**config.mk**
```make
export PLATFORM = sky130hd
export DESIGN_NAME = tx_interface
export DESIGN_NICKNAME = d
export VERILOG_FILES = /design/src/rtl/tx_interface.sv
export SDC_FILE = /design/constraint.sdc
export NUM_CORES = 1
export LEC_CHECK = 0
export ABC_AREA = 1
export BUFFER_PORTS_ARGS = -buffer_cell sky130_fd_sc_hd__buf_2
export CAP_MARGIN = 20
export CELL_PAD_IN_SITES_DETAIL_PLACEMENT = 1
export CELL_PAD_IN_SITES_GLOBAL_PLACEMENT = 1
export CORE_ASPECT_RATIO = 1.2
export CORE_MARGIN = 2
export CORE_UTILIZATION = 47
export CTS_CLUSTER_SIZE = 10
export DETAILED_ROUTE_END_ITERATION = 12
export GPL_TIMING_DRIVEN = 0
export PLACE_DENSITY = 0.82
export SYNTH_ARGS = -nofsm -noshare
export SYNTH_HDL_FRONTEND = slang
export SYNTH_SLANG_ARGS = --single-unit
export TNS_END_PERCENT = 10
```
**constraint.sdc**
```tcl
create_clock -name i_clock -period 4 [get_ports i_clock]
set_input_delay 0 -clock i_clock [delete_from_list [all_inputs] [get_ports i_clock]]
set_output_delay 0 -clock i_clock [all_outputs]
set_load 0.01 [all_outputs]
```
**src/rtl/tx_interface.sv**
```systemverilog
// Return-path sequencer: buffers ALU results in a small FIFO and feeds them
// to tx_uart one frame at a time, waiting for the done tick between bytes.
module tx_interface #(
    parameter int NB_DATA    = 8,
    parameter int FIFO_DEPTH = 4,
    parameter int NB_PTR     = 2
) (
    input  logic               i_clock,
    input  logic               i_reset,
    input  logic               i_valid,
    input  logic [NB_DATA-1:0] i_result,
    input  logic               i_tx_done_tick,
    output logic               o_tx_start,
    output logic [NB_DATA-1:0] o_data,
    output logic               o_busy,
    output logic               o_full,
    output logic               o_overflow
);

    // state     | meaning
    // IDLE      | no frame in flight; loads next byte when FIFO not empty
    // WAIT_DONE | frame handed to tx_uart; waiting for its done tick
    typedef enum logic {
        IDLE      = 1'b0,
        WAIT_DONE = 1'b1
    } state_t;

    localparam logic [NB_PTR:0] DEPTH = (NB_PTR + 1)'(FIFO_DEPTH);

    state_t              state;
    state_t              next_state;
    logic [NB_PTR-1:0]   wr_ptr;
    logic [NB_PTR-1:0]   rd_ptr;
    logic [NB_PTR:0]     count;
    logic [NB_DATA-1:0]  mem [FIFO_DEPTH];
    logic                push;
    logic                pop;
    logic                drop;

    // Full-FIFO pushes are dropped even when a pop frees a slot on the same edge.
    assign push   = i_valid && (count < DEPTH);
    assign drop   = i_valid && (count == DEPTH);
    assign o_full = (count == DEPTH);
    assign o_busy = (state == WAIT_DONE);

    always_comb begin
        next_state = state;
        pop        = 1'b0;
        case (state)
            IDLE: begin
                if (count != '0) begin
                    pop        = 1'b1;
                    next_state = WAIT_DONE;
                end
            end
            WAIT_DONE: begin
                if (i_tx_done_tick) begin
                    next_state = IDLE;
                end
            end
            default: next_state = IDLE;
        endcase
    end

    always_ff @(posedge i_clock) begin
        if (i_reset) begin
            state <= IDLE;
        end else begin
            state <= next_state;
        end
    end

    always_ff @(posedge i_clock) begin
        if (push) begin
            mem[wr_ptr] <= i_result;
        end
    end

    always_ff @(posedge i_clock) begin
        if (i_reset) begin
            wr_ptr     <= '0;
            rd_ptr     <= '0;
            count      <= '0;
            o_tx_start <= 1'b0;
            o_data     <= '0;
            o_overflow <= 1'b0;
        end else begin
            o_tx_start <= pop;
            if (push) begin
                wr_ptr <= wr_ptr + NB_PTR'(1);
            end
            if (pop) begin
                rd_ptr <= rd_ptr + NB_PTR'(1);
                o_data <= mem[rd_ptr];
            end
            if (drop) begin
                o_overflow <= 1'b1;
            end
            case ({push, pop})
                2'b10:   count <= count + (NB_PTR + 1)'(1);
                2'b01:   count <= count - (NB_PTR + 1)'(1);
                default: count <= count;
            endcase
        end
    end

endmodule

```
# Yosys cells after proc, flatten, opt, wreduce, memory -nomap -nowiden
# Memory sizes are Yosys's and may differ from the RTL's. A register that Yosys moved wholly into a read port is not among the register bits.
# Cells that the tools add are included.
# word_totals
ff_bits	10
ramBits	32
in_bits	12
out_inout_bits	12
word_cells	27
mem_count	1
# mem_list
memory	depth	word_bits	rd	rd_clocked_by_memory_dff	wr	line_no	rtl
mem	4	8	1	1	1	35	logic [NB_DATA-1:0] mem [FIFO_DEPTH];
# classes
add_sub_neg	4
order_cmp	1
eq_ne	3
n_mux	7
n_bitwise	1
reduce_logical	4
# op_table
cell	count
one-hot mux 3 bit (2 select lines)	1
2-to-1 mux 1 bit	5
adder 2 x 1 -> 2 bit, second input constant	2
adder 3 x 1 -> 3 bit, second input constant	1
== test 3 bit, second input constant	1
less-than comparator 3 bit, second input constant	1
nonzero test 3 bit	1
subtractor 3 x 1 -> 3 bit, second input constant	1
== test 2 x 1 -> 1 bit, second input constant	1
== test 2 bit, second input constant	1
logical AND 1 bit	2
one-hot mux 1 bit (2 select lines)	1
nonzero test 2 bit	1
inverter 1 bit	1

# Depth between registers and ports, before layout
# Gate-level depths: netlist of run 1.
# depth
word_depth	5
ltp_mapped	14
depth_no_buf	13

# Worst setup path after synthesis of run 1
# Ideal clock, no wire load.
# synth_path
kind	register -> register
from	register count[1]
to	register count[2]
setup_time_ps	113
arrival_time_ps	1545
t_required_ps	3887
slack_ps	2342
stages_incl_launch_ff	15
path_buffers	1
synth_period_minus_slack_ps	1658
path_cell_list	dfxtp_1 > nor2_1 > nand2_2 > nand2_2 > buf_6 > inv_2 > ha_1 > inv_1 > fa_1 > inv_1 > nand2_1 > nand3_1 > nand2_1 > nand2_1 > nor2_1
# synth_via
elab_chain_cells	5
word_cells_on_any_way	11
classes_between	2 x add/sub; 1 x order compare; 2 x eq/ne; 3 x mux; 3 x reduce/logical
# synth_lines
element	line_no	rtl
start: declaration	34	logic [NB_PTR:0] count;
start signal: assignment	100	2'b10: count <= count + (NB_PTR + 1)'(1);
start signal: assignment	101	2'b01: count <= count - (NB_PTR + 1)'(1);
start signal: assignment	102	default: count <= count;
nonzero test 3 bit (*)	51	if (count != '0) begin
2-to-1 mux 1 bit (*)	51	
2-to-1 mux 1 bit (*)	49	case (state)
net pop	37	logic pop;
== test 2 x 1 -> 1 bit or == test 2 bit (tied branches)	99	case ({push, pop})
one-hot mux 3 bit (2 select lines) or nonzero test 2 bit (tied branches)	-	
# Mark *: on every way through the listed nets, which the timed path passes. The rest lies on a longest branch.
# A chain may end at the register's enable or synchronous reset.

# Worst setup path in the final report of run 1
# Ends and elaborated chain as after synthesis.

==> flow_metrics.tcl, run 1 <==
set metrics [dict create \
    reg2reg_from "count[1]$_SDFFE_PP0P_" \
    cts_buffers 5 \
    critPathMaxFanout 10 \
    avgRoutedWirePerCell_um 13.71 \
    clock.fmax_mhz 521.3 \
    slew_violations 0 \
    endpoint_kind "flip-flop" \
    start_kind "flip-flop" \
    syn_inst 248 \
    min_period_ns 1.918 \
    synth_area_leaders "edfxtp_1, dfxtp_1, nand2_1, inv_1, nor2_1" \
    ant_nets 0 \
    ys_seq_area_share_pct 58.70 \
    nets 307 \
    vias 1600 \
    ys_seq_elements 50 \
    track_usage_pct 20.11 \
    rsz0062_at_grt "false" \
    die_x_um 67.18 \
    p_switching_uw 688.8 \
    setup_violations 0 \
    fin_crit_sh_pct 47.96 \
    muxShareOfSynthArea_pct 0 \
    p_leak_uw 0.001280 \
    synth.cell_area_um2 2251 \
    holdPathStages 3 \
    dp_hpwl_um 3238 \
    grt_pass1_vias 1656 \
    hp-class "input port to flip-flop" \
    synth-simple-area-share_pct 21.62 \
    gr-total-overflow 0 \
    tns_ns 0 \
    outcome "finished, final reports clean" \
    r2r_slack_ns 2.08 \
    rows 27 \
    num-fill-cells 552 \
    io_pins 24 \
    cts_resized 0 \
    globalplace.congestion 0.7643 \
    cts.sinks 50 \
    skew_ns 0.008739 \
    required_ns 4.21 \
    clockPowerShare_pct 19.5 \
    drt_first_pass_iters 4 \
    syn_area_per_cell_um2 9.076 \
    clk_path_buf_depth 2 \
    syn2layout_area_growth_pct 18.07 \
    synth_compound_area_share_pct 2.446 \
    crit_arrival_ns 2.13 \
    yosys.area_share.xor_xnor_pct 0 \
    drive_gt1_share_pct 18.62 \
    total_power_uw 1820 \
    reg2reg_to "count[2]$_SDFFE_PP0P_" \
    diodes 0 \
    slew_headroom_pct 45.30 \
    hp-start "i_valid" \
    p_int_uw 1131 \
    routed_wl_um 4771 \
    vias_per_cell 4.598 \
    yosys.area.top_type "edfxtp_1" \
    ys_warn_count 0 \
    grt_pass1_wl_um 7686 \
    dieArea_um2 5361 \
    worstSkewPairLatency_ns 0.31 \
    ir_drop_uv 277.7 \
    crit_type "flip-flop to flip-flop" \
    ys_types 18 \
    r2r_cells 14 \
    core_area_um2 4594 \
    final_hold_viol_count 0 \
    combPwrFrac_pct 41.9 \
    grt_max_degree 16 \
    worstMarginPinSlew_ns 0.8175 \
    die_h_um 79.81 \
    antenna_found_initial 0 \
    start_util_pct 48.99 \
    drt_iter0_drc 78 \
    power.share.sequential_pct 38.7 \
    htree_levels 2 \
    clkTransAtPathRegs_ns 0.09 \
    synth_top_family_by_area "simple AND/OR/NAND/NOR gates" \
    io_buffers 23 \
    cap_violations 0 \
    cts_tree "yes" \
    synthAdderAreaFrac_pct 3.669 \
    synth_top_area_share_pct 42.69 \
    cts_root_buf "clkbuf_8" \
    synth_fp_nets 266 \
    power_density_nw_per_um2 684.7 \
    drc_errors 0 \
    hold_end "wr_ptr[0]$_SDFFE_PP0P_" \
    p_sw_share_pct 37.85 \
]
-- cell usage after synthesis (all sizes together) --
master and count:
nor3 1, buf 7, nor2 29, inv 58, a21oi 6, fa 1
nand3 18, dfxtp 18, nand2 68, ha 5, edfxtp 32, o21ai 5
-- kinds of logic (layout without fill, tap and decap cells) --
group | after synthesis | after routing
AOI/OAI and AO/OA | 11 | 11
adders and majority gates | 6 | 6
and+or+nand+nor | 116 | 116
buffers and inverters | 65 | 107
DFF | 50 | 50
-- per-stage QoR --
stage / worst slack [ns] / instance area (um2) / hold slack, ns / cells / utilization, %
5_1_grt: 1.900 / 2658 / 0.2204 / 348 / 57.84
3_5_place_dp: 2.089 / 2439 / 0.2151 / 329 / 53.08
3_3_place_gp: 2.184 / 2439 / 0.2117 / 329 / 53.08
2_1_floorplan: 2.342 / 2251 / 0.06907 / 248 / -
6_report: 2.082 / 2658 / 0.1859 / 348 / 57.84
4_1_cts: 2.077 / 2658 / 0.1761 / 348 / 57.84
-- power by group through the flow --
| stage | sequential (uW) | combinational [uW] | clock (uW) |
|---|---|---|---|
| global route | 717 | 866 | 380 |
| CTS | 705 | 774 | 358 |
| floorplan | 735 | 520 | 0 |
| finish | 704 | 762 | 354 |
| detailed placement | 716 | 754 | 0 |
| global placement | 711 | 722 | 0 |
-- sequential cells by signal, summed over array words and instances, names as in the netlist --
name,count
mem,32
o_data,8
count,3
rd_ptr,2
wr_ptr,2
o_busy,1
o_overflow,1
o_tx_start,1
-- layer usage --
layer | up-vias | track usage [%] | part of all wire [%]
met5 | - | 0 | 0
met2 | 29 | 35.64 | 53
li1 | 825 | - | -
met3 | 8 | 4.513 | 3.1
met4 | 0 | 7.755 | 1.9
met1 | 738 | 23.05 | 42
-- repair_timing --
item                      in CTS  in global routing
hold endpoints to repair      36                  0
hold buffers                  11                  0
setup buffers                  0                  0
-- critical path: stages, from the launching register on --
cell	delay, ns
dfxtp_1	0.39
nor2_1	0.07
nand2_2	0.08
nand2_2	0.07
buf_6	0.14
inv_2	0.08
ha_1	0.17
inv_1	0.07
fa_1	0.38
inv_1	0.07
nand2_1	0.05
nand3_1	0.09
nand2_1	0.06
nand2_1	0.05
nor2_1	0.03
-- area by class of cell --
cell class | count | area [um2] | share of cell area (%)
buffer | 7 | 80.08 | 3.013
multi-input combinational | 133 | 624.3 | 23.49
timing repair buffer | 34 | 225.2 | 8.475
sequential | 50 | 1321 | 49.72
inverter | 58 | 225.2 | 8.475
clock buffer | 5 | 68.82 | 2.589
clock inverter | 3 | 40.04 | 1.507
tap | 58 | 72.57 | 2.731
-- cells in the final DEF (no fill, tap or decap) --
cell type      instances
dfxtp_1               18
fa_1                   1
inv_1                 53
buf_4                  2
nand2_1               57
clkbuf_8               5
o21ai_1                3
a21oi_1                6
buf_12                 1
buf_2                 23
inv_2                  4
ha_1                   5
buf_6                  4
inv_8                  1
nand2_2               11
nor2_1                29
bufinv_16              1
nor3_1                 1
dlygate4sd3_1         11
edfxtp_1              32
clkinv_2               2
o21ai_0                2
nand3_1               18
-- worst max path at each step --
stage / from / end / slack (ns) / cells past startpoint
5_1_grt: count[1]$_SDFFE_PP0P_ / count[2]$_SDFFE_PP0P_ / 1.90 / 14
2_1_floorplan: count[1]$_SDFFE_PP0P_ / count[2]$_SDFFE_PP0P_ / 2.34 / 14
3_5_place_dp: count[1]$_SDFFE_PP0P_ / count[2]$_SDFFE_PP0P_ / 2.09 / 14
3_3_place_gp: count[1]$_SDFFE_PP0P_ / count[2]$_SDFFE_PP0P_ / 2.18 / 14
4_1_cts: count[1]$_SDFFE_PP0P_ / count[2]$_SDFFE_PP0P_ / 2.08 / 14
6_report: count[1]$_SDFFE_PP0P_ / count[2]$_SDFFE_PP0P_ / 2.08 / 14
Note: power is estimated with default switching activity, not from simulation.
==> inputs of run 2 (changes only) <==
CORE_UTILIZATION = 40   (was 47)
PLACE_DENSITY = 0.74   (was 0.82)
clock period = 1.7 ns   (was 4 ns; I/O delays follow)
==> flow_metrics.tcl, run 2 (synthesized netlist as in run 1, its figures left out) <==
set metrics [dict create \
    setup_violations 7 \
    cpLargestDelayFamily "adder cells" \
    required_ns 1.90 \
    gr-total-overflow 0 \
    dp_hpwl_um 3273 \
    p_sw_share_pct 38.74 \
    crit_top_cell "nand2_1" \
    antenna_found_initial 0 \
    io_pins 24 \
    clockPowerShare_pct 15.5 \
    drt_iter0_drc 47 \
    stdcell_count 355 \
    cp-startpoint "count[2]$_SDFFE_PP0P_" \
    crit_arrival_ns 1.90 \
    grt_pass1_wl_um 8004 \
    skew_ns 0.006137 \
    ir_drop_uv 577.0 \
    die_x_um 72.48 \
    start_util_pct 41.92 \
    worstPathCellList "inv_2, nand2_2, nand2_2, buf_6, inv_4, ha_2, inv_2, fa_2, inv_1, nand2_1, nand3_2, nand2_1, nand2_1, nor2_1" \
    min_period_ns 1.708 \
    cts_buffers 5 \
    slew_violations 0 \
    track_usage_pct 16.85 \
    ant_nets 0 \
    cts_tree "yes" \
    drt_first_pass_iters 6 \
    avgRoutedWirePerCell_um 13.32 \
    nets 310 \
    top_register "mem" \
    violations "setup timing" \
    power_density_nw_per_um2 1570 \
    cpPeakStageDelay_ns 0.33 \
    crit_buf_inv 5 \
    vias 1639 \
    power.share.sequential_pct 39.4 \
    globalplace.congestion 0.6905 \
    drc_errors 0 \
    cap_violations 0 \
    endpoint_kind "flip-flop" \
    place_inst 333 \
    clk_path_buf_depth 2 \
    critPathMaxFanout 5 \
    start_kind "flip-flop" \
    clock.fmax_mhz 585.5 \
    drive_gt1_share_pct 21.84 \
    layout_commonest_cell "nand2_1" \
    dieArea_um2 6246 \
    p_switching_uw 1629 \
    layout_top_registers "mem (32), o_data (8), count (3)" \
    diodes 0 \
    grt_max_degree 15 \
    slew_headroom_pct 41.56 \
    rows 29 \
    largest_reg_flops 32 \
    p_leak_uw 0.001274 \
    routed_wl_um 4727 \
    reg2reg_from "count[2]$_SDFFE_PP0P_" \
    vias_per_cell 4.617 \
    clkTransAtPathRegs_ns 0.09 \
    rsz0062_at_grt "true" \
    core_area_um2 5370 \
    fin_crit_sh_pct 100.5 \
    worstMarginPinSlew_ns 0.8733 \
    syn2layout_area_growth_pct 19.01 \
    place_area_um2 2444 \
    combPwrFrac_pct 45.1 \
    fin_area_um2 2679 \
    critPathSlowestCell "dfxtp_2" \
    htree_levels 2 \
    cts.sinks 50 \
    die_h_um 86.18 \
    final_hold_viol_count 0 \
    crit_type "flip-flop to flip-flop" \
    hp-start "i_result[6]" \
    grt_pass1_vias 1644 \
    layout_common_cells "nand2_1, inv_1, edfxtp_1, nor2_1, buf_2" \
    cts_root_buf "clkbuf_8" \
    worstSkewPairLatency_ns 0.30 \
    hp-class "input port to flip-flop" \
    io_buffers 23 \
    outcome "complete, but fails checks" \
    setup_ws_ns -0.007891 \
    p_int_uw 2577 \
]
run 2: changes by cell type in the layout (fill, tap and decap cells not counted), sizes merged:
| cell | change |
|---|---|
| bufinv | -1 |
| clkinvlp | +1 |
| buf | +3 |
| clkbuf | +1 |
| clkinv | -1 |
run 2: layout make-up:
type	instances	area [um2]
flip-flops and latches	50	1325
fillers	650	2691
multi-input cells	133	639.4
inverters	58	227.7
well taps	62	77.57
repair buffers	37	247.7
clock buffers	6	72.57
clock inverters	2	8.758
plain buffers	7	80.08
run 2: power by group through the flow:
stage	sequential [uW]	clock (uW)	combinational [uW]
finish	1660	651	1900
global route	1680	715	2180
CTS	1660	685	1890
detailed placement	1690	0	1780
global placement	1670	0	1720
floorplan	1730	0	1220
run 2: through the flow:
stage          power (uW)  worst slack (ns)  hold slack (ns)  TNS (ns)  util [%]
3_3_place_gp         3388           -0.1273           0.2145   -0.1273     45.50
2_1_floorplan        2953           0.04208          0.06907         0         -
3_5_place_dp         3461           -0.1584           0.2196   -0.5190     45.50
5_1_grt              4575           -0.1587           0.4459    -4.347     49.88
4_1_cts              4229          -0.03533           0.4320   -0.7176     49.70
6_report             4206         -0.007891           0.4478  -0.02687     49.88
run 2: worst paths after layout:
path | end | slack, ns | cells after the start
worst max-delay path | count[2]$_SDFFE_PP0P_ | -0.008 | 14
worst min-delay path | mem[2][6]$_DFFE_PP_ | 0.45 | 2
worst max register to register | count[2]$_SDFFE_PP0P_ | -0.008 | 14
worst min register to register | o_overflow$_SDFFE_PP0P_ | 0.45 | 2
run 2: per-layer routing:
metal  routed length [um]  global-route usage [%]  vias up
met5                    0                       0        -
met4                   29                   5.219        0
met3                  129                   2.791        2
met2                 2488                   29.77       27
met1                 2080                   20.97      776
li1                     -                       -      834
run 2: what timing repair did:
item,4_1_cts,5_1_grt
hold endpoints to repair,36,0
cloned,0,0
pin swaps,0,1
hold buffers,11,0
gates resized for setup,6,4
endpoints found under the setup margin,26,34
setup buffers,3,0
==> inputs of run 3 (changes only) <==
BUFFER_PORTS_ARGS = -buffer_cell sky130_fd_sc_hd__buf_4   (was -buffer_cell sky130_fd_sc_hd__buf_2)
clock period = 1.5 ns   (was 1.7 ns; I/O delays follow)
==> flow_metrics.tcl, run 3 (synthesized netlist as in run 1, its figures left out) <==
set metrics [dict create \
    vias 1652 \
    start_util_pct 41.92 \
    multi_input_area_um2 679.4 \
    rows 29 \
    cts_root_buf "clkbuf_8" \
    drive_gt1_share_pct 26.58 \
    layout_commonest_cell "nand2_1" \
    worstSkewPairLatency_ns 0.30 \
    ir_drop_uv 716.2 \
    outcome "complete, but fails checks" \
    track_usage_pct 16.06 \
    grt_max_degree 17 \
    setup_violations 2 \
    gr-total-overflow 0 \
    rsz0062_at_grt "true" \
    vias_per_cell 4.551 \
    die_x_um 72.48 \
    grt_pass1_vias 1625 \
    fin_crit_sh_pct 104.4 \
    dieArea_um2 6246 \
    final_util_pct 53.01 \
    seqCellArea_um2 1325 \
    critPathMaxFanout 3 \
    power_density_nw_per_um2 1820 \
    final_hold_viol_count 0 \
    clock.fmax_mhz 638.4 \
    layout_top_registers "mem (32), o_data (8), count (3)" \
    dp_hpwl_um 3022 \
    place_inst 333 \
    endpoint_kind "flip-flop" \
    min_period_ns 1.566 \
    top_register "mem" \
    worstMarginPinSlew_ns 0.5499 \
    cts_buffers 5 \
    avgRoutedWirePerCell_um 13.13 \
    io_buffers 23 \
    largest_reg_flops 32 \
    slew_violations 0 \
    ant_nets 0 \
    layout_common_cells "nand2_1, inv_1, buf_4, edfxtp_1, nor2_1" \
    violations "setup timing" \
    slew_headroom_pct 63.30 \
    cap_violations 0 \
    clkTransAtPathRegs_ns 0.09 \
    diodes 0 \
    crit_type "flip-flop to flip-flop" \
    hp-class "input port to flip-flop" \
    io_pins 24 \
    die_h_um 86.18 \
    skew_ns 0.01209 \
    cts_tree "yes" \
    nets 318 \
    p_leak_uw 0.001338 \
    core_area_um2 5370 \
    required_ns 1.71 \
    num-fill-cells 634 \
    crit_arrival_ns 1.78 \
    drt_first_pass_iters 4 \
    setup_ws_ns -0.06646 \
    syn2layout_area_growth_pct 26.46 \
    antenna_found_initial 0 \
    drt_iter0_drc 52 \
    start_kind "flip-flop" \
    grt_pass1_wl_um 7583 \
    htree_levels 2 \
    clk_path_buf_depth 2 \
    cts.sinks 50 \
    routed_wl_um 4767 \
    drc_errors 0 \
    stdcell_count 363 \
    globalplace.congestion 0.7108 \
]
[run 3: power by group]
| part | total, uW | switching [uW] | internal, uW |
|---|---|---|---|
| Sequential | 1880 | 120 | 1760 |
| Clock | 788 | 459 | 329 |
| Combinational | 2510 | 1400 | 1110 |
[run 3: critical path: stages, from the launching register on]
cell,delay (ns)
dfxtp_2,0.35
inv_4,0.05
nand2_4,0.07
nand2_4,0.06
inv_4,0.06
ha_4,0.14
inv_4,0.04
fa_2,0.37
inv_2,0.06
nand2_2,0.05
nand3_2,0.07
nand2_1,0.05
nand2_1,0.05
nor2_1,0.03
[run 3: timing repair]
item,in CTS,in global routing
endpoints found under the hold margin,36,0
gates resized for setup,8,8
setup endpoints to repair,34,22
cloned,0,0
buffers inserted,5,7
pin swaps,3,7
hold buffers,11,0
[run 3: cell type report]
class,instances,area share [%]
clock inverters,3,0.7473
plain buffers,6,2.418
well taps,62,2.725
repair buffers,46,13.10
flip-flops and latches,50,46.55
clock buffers,5,2.418
multi-input cells,133,23.87
inverters,58,8.176
[run 3: final timing paths]
kind,to,cells after the start,slack (ns),from
min,wr_ptr[0]$_SDFFE_PP0P_,3,0.08,i_valid
min reg2reg,o_overflow$_SDFFE_PP0P_,2,0.45,o_overflow$_SDFFE_PP0P_
max,count[2]$_SDFFE_PP0P_,13,-0.07,count[2]$_SDFFE_PP0P_
max reg2reg,count[2]$_SDFFE_PP0P_,13,-0.07,count[2]$_SDFFE_PP0P_
[run 3: stage by stage]
stage | setup slack [ns] | total power (uW) | hold WS, ns | cell area (um2) | setup TNS (ns)
2_1_floorplan | -0.06319 | 3406 | 0.06907 | 2271 | -0.1068
3_3_place_gp | -0.2187 | 3997 | 0.2017 | 2521 | -6.954
3_5_place_dp | -0.3007 | 4057 | 0.2052 | 2521 | -9.080
4_1_cts | -0.1215 | 5031 | 0.1604 | 2780 | -0.2295
5_1_grt | -0.1900 | 5614 | 0.1037 | 2846 | -1.331
6_report | -0.06646 | 5181 | 0.08448 | 2846 | -0.1008
[run 3: routing by layer]
metal  up-vias  GRT usage (%)  share of wire, %
met1       767          18.91                44
met3         5          3.140               2.6
li1        855              -                 -
met4         0          5.387               1.3
met2        25          29.02                52
met5         -              0                 0
